--- src/rtl/param_core.sv ---
// Minimal accumulator-style core: 2 GPRs (A, B), output register O, carry/zero flags.
// Optional HALT opcode/state enabled by defining PARAM_CORE_HALT_EN; otherwise opcode 111 is a NOP.
module param_core #(
  parameter int DATA_W = 4,
  parameter int PC_W   = 4,
  parameter int IMM_W  = 4,
  localparam int INST_W = IMM_W + 4
) (
  input  logic              clk,
  input  logic              resetn,
  input  logic              run,
  output logic [PC_W-1:0]   imem_addr,
  input  logic [INST_W-1:0] imem_inst,
  output logic [DATA_W-1:0] out_o,
  output logic              out_valid,
  output logic              halted
);

  localparam logic [2:0] OP_MOVI = 3'b000;
  localparam logic [2:0] OP_ADD  = 3'b001;
  localparam logic [2:0] OP_SUB  = 3'b010;
  localparam logic [2:0] OP_OUT  = 3'b011;
  localparam logic [2:0] OP_JMP  = 3'b100;
  localparam logic [2:0] OP_JC   = 3'b101;
  localparam logic [2:0] OP_JZ   = 3'b110;
  localparam logic [2:0] OP_HALT = 3'b111;

  logic [PC_W-1:0]   pc_reg, pc_next, pc_inc;
  logic [DATA_W-1:0] a_reg, a_next;
  logic [DATA_W-1:0] b_reg, b_next;
  logic [DATA_W-1:0] o_reg, o_next;
  logic              carry_reg, carry_next;
  logic              zero_reg, zero_next;
  logic              out_valid_reg, out_valid_next;

  logic [2:0]        opc_field;
  logic              dst_field;
  logic [IMM_W-1:0]  imm_field;
  logic [DATA_W-1:0] imm_ext;
  logic [DATA_W:0]   sum_full;
  logic [DATA_W:0]   diff_full;
  logic              exec;
  logic              wr_en;
  logic [DATA_W-1:0] wr_data;

  assign opc_field = imem_inst[INST_W-1 -: 3];
  assign dst_field = imem_inst[INST_W-4];
  assign imm_field = imem_inst[IMM_W-1:0];

  // Zero-extend the immediate to the datapath width bit by bit.
  genvar gi;
  generate
    for (gi = 0; gi < DATA_W; gi++) begin : g_imm_ext
      if (gi < IMM_W) begin : g_bit
        assign imm_ext[gi] = imm_field[gi];
      end else begin : g_pad
        assign imm_ext[gi] = 1'b0;
      end
    end
  endgenerate

  // The extra MSB is carry-out for ADD and borrow for SUB.
  assign sum_full  = {1'b0, a_reg} + {1'b0, b_reg};
  assign diff_full = {1'b0, a_reg} - {1'b0, b_reg};
  assign pc_inc    = pc_reg + PC_W'(1);

`ifdef PARAM_CORE_HALT_EN
  typedef enum logic {ST_RUN, ST_HALT} state_t;
  state_t state_reg, state_next;

  assign exec   = run && (state_reg == ST_RUN);
  assign halted = (state_reg == ST_HALT);
`else
  assign exec   = run;
  assign halted = 1'b0;
`endif

  always_comb begin
    pc_next        = pc_reg;
    carry_next     = carry_reg;
    zero_next      = zero_reg;
    o_next         = o_reg;
    out_valid_next = 1'b0;
    wr_en          = 1'b0;
    wr_data        = '0;
`ifdef PARAM_CORE_HALT_EN
    state_next     = state_reg;
`endif
    if (exec) begin
      pc_next = pc_inc;
      case (opc_field)
        OP_MOVI: begin
          wr_en   = 1'b1;
          wr_data = imm_ext;
        end
        OP_ADD: begin
          wr_en      = 1'b1;
          wr_data    = sum_full[DATA_W-1:0];
          carry_next = sum_full[DATA_W];
          zero_next  = (sum_full[DATA_W-1:0] == '0);
        end
        OP_SUB: begin
          wr_en      = 1'b1;
          wr_data    = diff_full[DATA_W-1:0];
          carry_next = diff_full[DATA_W];
          zero_next  = (diff_full[DATA_W-1:0] == '0);
        end
        OP_OUT: begin
          o_next         = a_reg;
          out_valid_next = 1'b1;
        end
        OP_JMP: pc_next = imm_field[PC_W-1:0];
        OP_JC:  if (carry_reg) pc_next = imm_field[PC_W-1:0];
        OP_JZ:  if (zero_reg)  pc_next = imm_field[PC_W-1:0];
        OP_HALT: begin
`ifdef PARAM_CORE_HALT_EN
          pc_next    = pc_reg;
          state_next = ST_HALT;
`endif
        end
        default: ;
      endcase
    end
    a_next = (wr_en && !dst_field) ? wr_data : a_reg;
    b_next = (wr_en &&  dst_field) ? wr_data : b_reg;
  end

  always_ff @(posedge clk) begin
    if (!resetn) begin
      pc_reg        <= '0;
      a_reg         <= '0;
      b_reg         <= '0;
      o_reg         <= '0;
      carry_reg     <= 1'b0;
      zero_reg      <= 1'b0;
      out_valid_reg <= 1'b0;
    end else begin
      pc_reg        <= pc_next;
      a_reg         <= a_next;
      b_reg         <= b_next;
      o_reg         <= o_next;
      carry_reg     <= carry_next;
      zero_reg      <= zero_next;
      out_valid_reg <= out_valid_next;
    end
  end

`ifdef PARAM_CORE_HALT_EN
  always_ff @(posedge clk) begin
    if (!resetn) begin
      state_reg <= ST_RUN;
    end else begin
      state_reg <= state_next;
    end
  end
`endif

  assign imem_addr = pc_reg;
  assign out_o     = o_reg;
  assign out_valid = out_valid_reg;

endmodule

--- config.mk ---
export PLATFORM = sky130hd
export DESIGN_NAME = param_core
export DESIGN_NICKNAME = d
export VERILOG_FILES = /design/src/rtl/param_core.sv
export SDC_FILE = /design/constraint.sdc
export NUM_CORES = 1
export LEC_CHECK = 0
export ABC_AREA = 1
export BUFFER_PORTS_ARGS = -buffer_cell sky130_fd_sc_hd__buf_4
export CORE_ASPECT_RATIO = 0.6
export CORE_MARGIN = 10
export CORE_UTILIZATION = 49
export DETAILED_ROUTE_END_ITERATION = 8
export HOLD_SLACK_MARGIN = 0.06
export PLACE_DENSITY_LB_ADDON = 0.05
export SLEW_MARGIN = 20
export SYNTH_ARGS = -nofsm -noshare
export SYNTH_HDL_FRONTEND = slang
export SYNTH_SLANG_ARGS = --single-unit
--- constraint.sdc ---
create_clock -name clk -period 2.4 [get_ports clk]
set_clock_uncertainty 0.2 [all_clocks]
set_input_delay 0.24 -clock clk [delete_from_list [all_inputs] [get_ports clk]]
set_output_delay 0.24 -clock clk [all_outputs]
set_load 0.1 [all_outputs]
==> out/summary.md <==
The flow ran to the end, and the final reports show no timing, DRC or antenna violations. Setup violations remaining at the end of the flow were counted as 0. Final routed DRC violation total: 0. Dividing the detail-routed via count by the number of cells gives 4.966. The multi-input combinational cells in the finished layout cover a total of 742.0 sq um. Entering global routing, the biggest net connects 12 pins. The all-layer global routing usage was 12.35%. The area taken by flip-flops and latches is 380.4 sq um. The share of the synthesized area in the top cell type was 30.40%; the count of pins on the block boundary was 21. The clock network burns 29.1% of the power.

In this run the cell area measured after placement is 0.001418 sq mm. The startpoint class of the critical path is a flip-flop. The number of antenna diodes in the final layout is 0. Clock-pin slew was measured on the worst setup and hold paths at 0.08 ns. Clock latency on the worst-skew pair, taken at its later pin, is 0.26 ns. The logs give 0.001464 sq mm for the cell area after layout and 27.4% for the share of total power in combinational logic. The post-synthesis average cell area is 6.875 sq um, and the via count of the first global-routing pass is 1050.

Before antenna repair, the detailed router went through 4 iterations. The antenna violation net count after detailed routing was 0. In this run switching power makes up 35.46% of total power. The floorplan has 14 rows.

The synthesized netlist occupies a cell area of 0.001251 sq mm. The logs give 513.6 MHz for the achievable clock frequency and 0 for the post-cts hold buffer count. The least setup slack across all paths after layout was 0.4531 ns.

Sequential cells account for 43.5% of the total power. The total die area was 0.005041 sq mm. Data arrives at the worst endpoint at 1.92 ns.

The tools report the global placer's final weighted congestion as 0.8590. In this run the power density over the cells is 542.6 mW/mm^2. Fill cells in the final layout number 237. Dividing the detail-routed wire length by the instance count gives 12.83 microns. The ratio of final minimum period to clock period is 81.12%, and the reported max-cap violation count is 0. STA classifies the critical path endpoint as a flip-flop. TritonCTS built the clock tree.

Yosys mapped a number of flops with a built-in enable equal to 0. The tools report the root buffer selected by CTS as clkbuf_8. The die is 85.24 microns wide.

Summed over all nets, the switching power comes to 281.6 uW. The kind of critical path was reg2reg. For the number of vias after detailed routing, the log shows 1162.

The slowest cell on the critical path is fa_1. Walking the worst path, the cells encountered are inv_1 -> fa_1 -> xor2_1 -> nand2_1 -> nand3_1 -> nor2_1 -> a211oi_1. The count of cells resized by post-cts repair came out at 0. In this run the vertical extent of the chip is 59.14 microns.

The tools report the number of endpoints with negative hold slack in the final report as 0. For this block, the initial DRC count from the detailed router was 122. The total wirelength of the detailed-routed design was 3.003 mm; the maximum resistive drop on vdd was 0.0003058 V.

For the sink count of the clock tree, the log shows 19. In the post-synthesis netlist, the biggest area contributors are dfxtp_1 30%, nand2_1 11%, ha_1 9.0%. At the end of the flow, the number of nets in the layout was 225. The netlist uses 29 different library cells.

The startpoint identified for the worst hold timing path is resetn. Cell type with the largest total area after synthesis: dfxtp_1. The max-slew violation total from the final report is 0, and the growth of design area from synthesis to finish is 17.00%. The tools report the final setup TNS as 0 ns. The run gives 50.66% as the starting density of the core. The final core area utilization was 59.27%; the count of buffers added by post-CTS timing repair for setup was 0.

The synthesized design contains 19 register bits. After synthesis, the most frequently instantiated cells are 38 x nand2_1, 27 x inv_1, 24 x nor2_1. The initial antenna violation count is 0, and the total of warnings raised by yosys is 0. The count of buffers from port buffering was 19. Setup repair after global routing left no endpoint under its margin. When the netlist entered floorplanning its net count stood at 204.

Share of flip-flops with an asynchronous set or reset after synthesis: 0%. The critical-path maximum fanout came out at 4. The number of buffers inserted during clock tree synthesis came out at 3.

The number of H-tree branching levels is 1, and the internal power contribution is 512.7 uW. The core region is 0.002470 sq mm. The clock period could shrink to 1.947 ns.

At the worst endpoint, the required time is 2.37 ns. The first global-routing pass estimated 5.078 mm of wire. In this run the worst setup path begins at a_reg[1]$_SDFFE_PN0P_. Among all flip-flop cells after synthesis, the most frequent one is dfxtp_1. The startpoint of the worst-slack reg-to-reg timing path was a_reg[1]$_SDFFE_PN0P_.

Yosys instantiated no cell more often than nand2_1. The run gives 0.4940 ns as the setup slack after placement. For the sequential element share of the synthesized area, the log shows 30.40%.

The min-delay analysis places its worst path in the category in2reg. The share of cells above drive strength 1 is 15.35%, and the number of buffers between clock root and the deepest sink is 2. In this design, the stage delay of the slowest critical-path cell is 0.48 ns. In this run the static leakage power is 0.0007532 uW. The total overflow left after global routing is 0.

For the placed wire-length estimate after detailed placement, the log shows 2.481 mm. The run gives 182 as the gate count of the mapped netlist.
==> logic make-up (layout without fill, tap and decap cells) <==
group	count (synthesis)	count (layout)	share of synthesized area [%]
and+or+nand+nor	80	80	28.00
xor gates and xnor gates	3	3	2.100
adders and majority gates	11	11	12.20
buffers and inverters	33	53	10.30
DFF	19	19	30.40
other	1	1	0.2997
AOI/OAI and AO/OA	35	35	16.70
==> metal layers <==
layer  vias up  track usage (%)  part of all wire (%)
met3         2            4.808                   7.1
li1        617                -                     -
met2        28            16.70                    40
met4         0            1.402                  0.37
met5         -                0                     0
met1       515            18.01                    52
==> cell usage in the layout, fill, tap and decap left out, drive strengths merged <==
cell,count
dfxtp,19
a21oi,10
clkbuf,3
inv,29
buf,19
o21a,2
o211ai,1
a21o,1
nor2,27
xor2,2
a211oi,3
ha,9
o21bai,3
clkinv,2
xnor2,1
fa,2
o21ai,14
nand3,10
conb,1
nor3,2
nand2,39
a31oi,1
nand4,2
==> final timing paths <==
path	slack (ns)	to	cells after the start
max	0.45	b_reg[2]$_SDFFE_PN0P_	7
min	0.09	out_o[0]$_SDFFE_PN0P_	3
min reg2reg	0.30	out_o[3]$_SDFFE_PN0P_	2
max reg2reg	0.45	b_reg[2]$_SDFFE_PN0P_	7
==> area by class of cell <==
cell class | count | share of cell area, %
clock buffer | 3 | 2.821
clock inverter | 1 | 0.3419
inverter | 30 | 7.692
multi-input combinational | 130 | 50.68
sequential | 19 | 25.98
tap | 32 | 2.735
timing repair buffer | 19 | 9.744
==> through the flow <==
stage                     hold slack [ns]  instances  power (uW)
after detailed placement           0.2830        230       569.4
after floorplan                    0.2182        182       513.5
final                             0.09418        234       794.3
after global routing               0.1056        234       835.7
after CTS                         0.09632        234       793.8
after global placement             0.2710        230       567.5
==> worst max-delay path, delay by kind of cell (launching register included) <==
kind                     cells  cell delay [ns]
flip-flops                   1             0.43
adder cells (fa/ha/maj)      1             0.48
AND/OR/NAND/NOR              3             0.24
buffers and inverters        1             0.13
XOR/XNOR                     1             0.20
AO/OA/AOI/OAI                1             0.18
==> power groups by stage <==
stage	registers [uW]	logic [uW]	clock network (uW)
3_5_place_dp	353	217	0
2_1_floorplan	406	107	0
6_report	346	218	231
5_1_grt	349	240	247
4_1_cts	346	217	231
3_3_place_gp	352	216	0
Note: power is estimated with default switching activity, not from simulation.
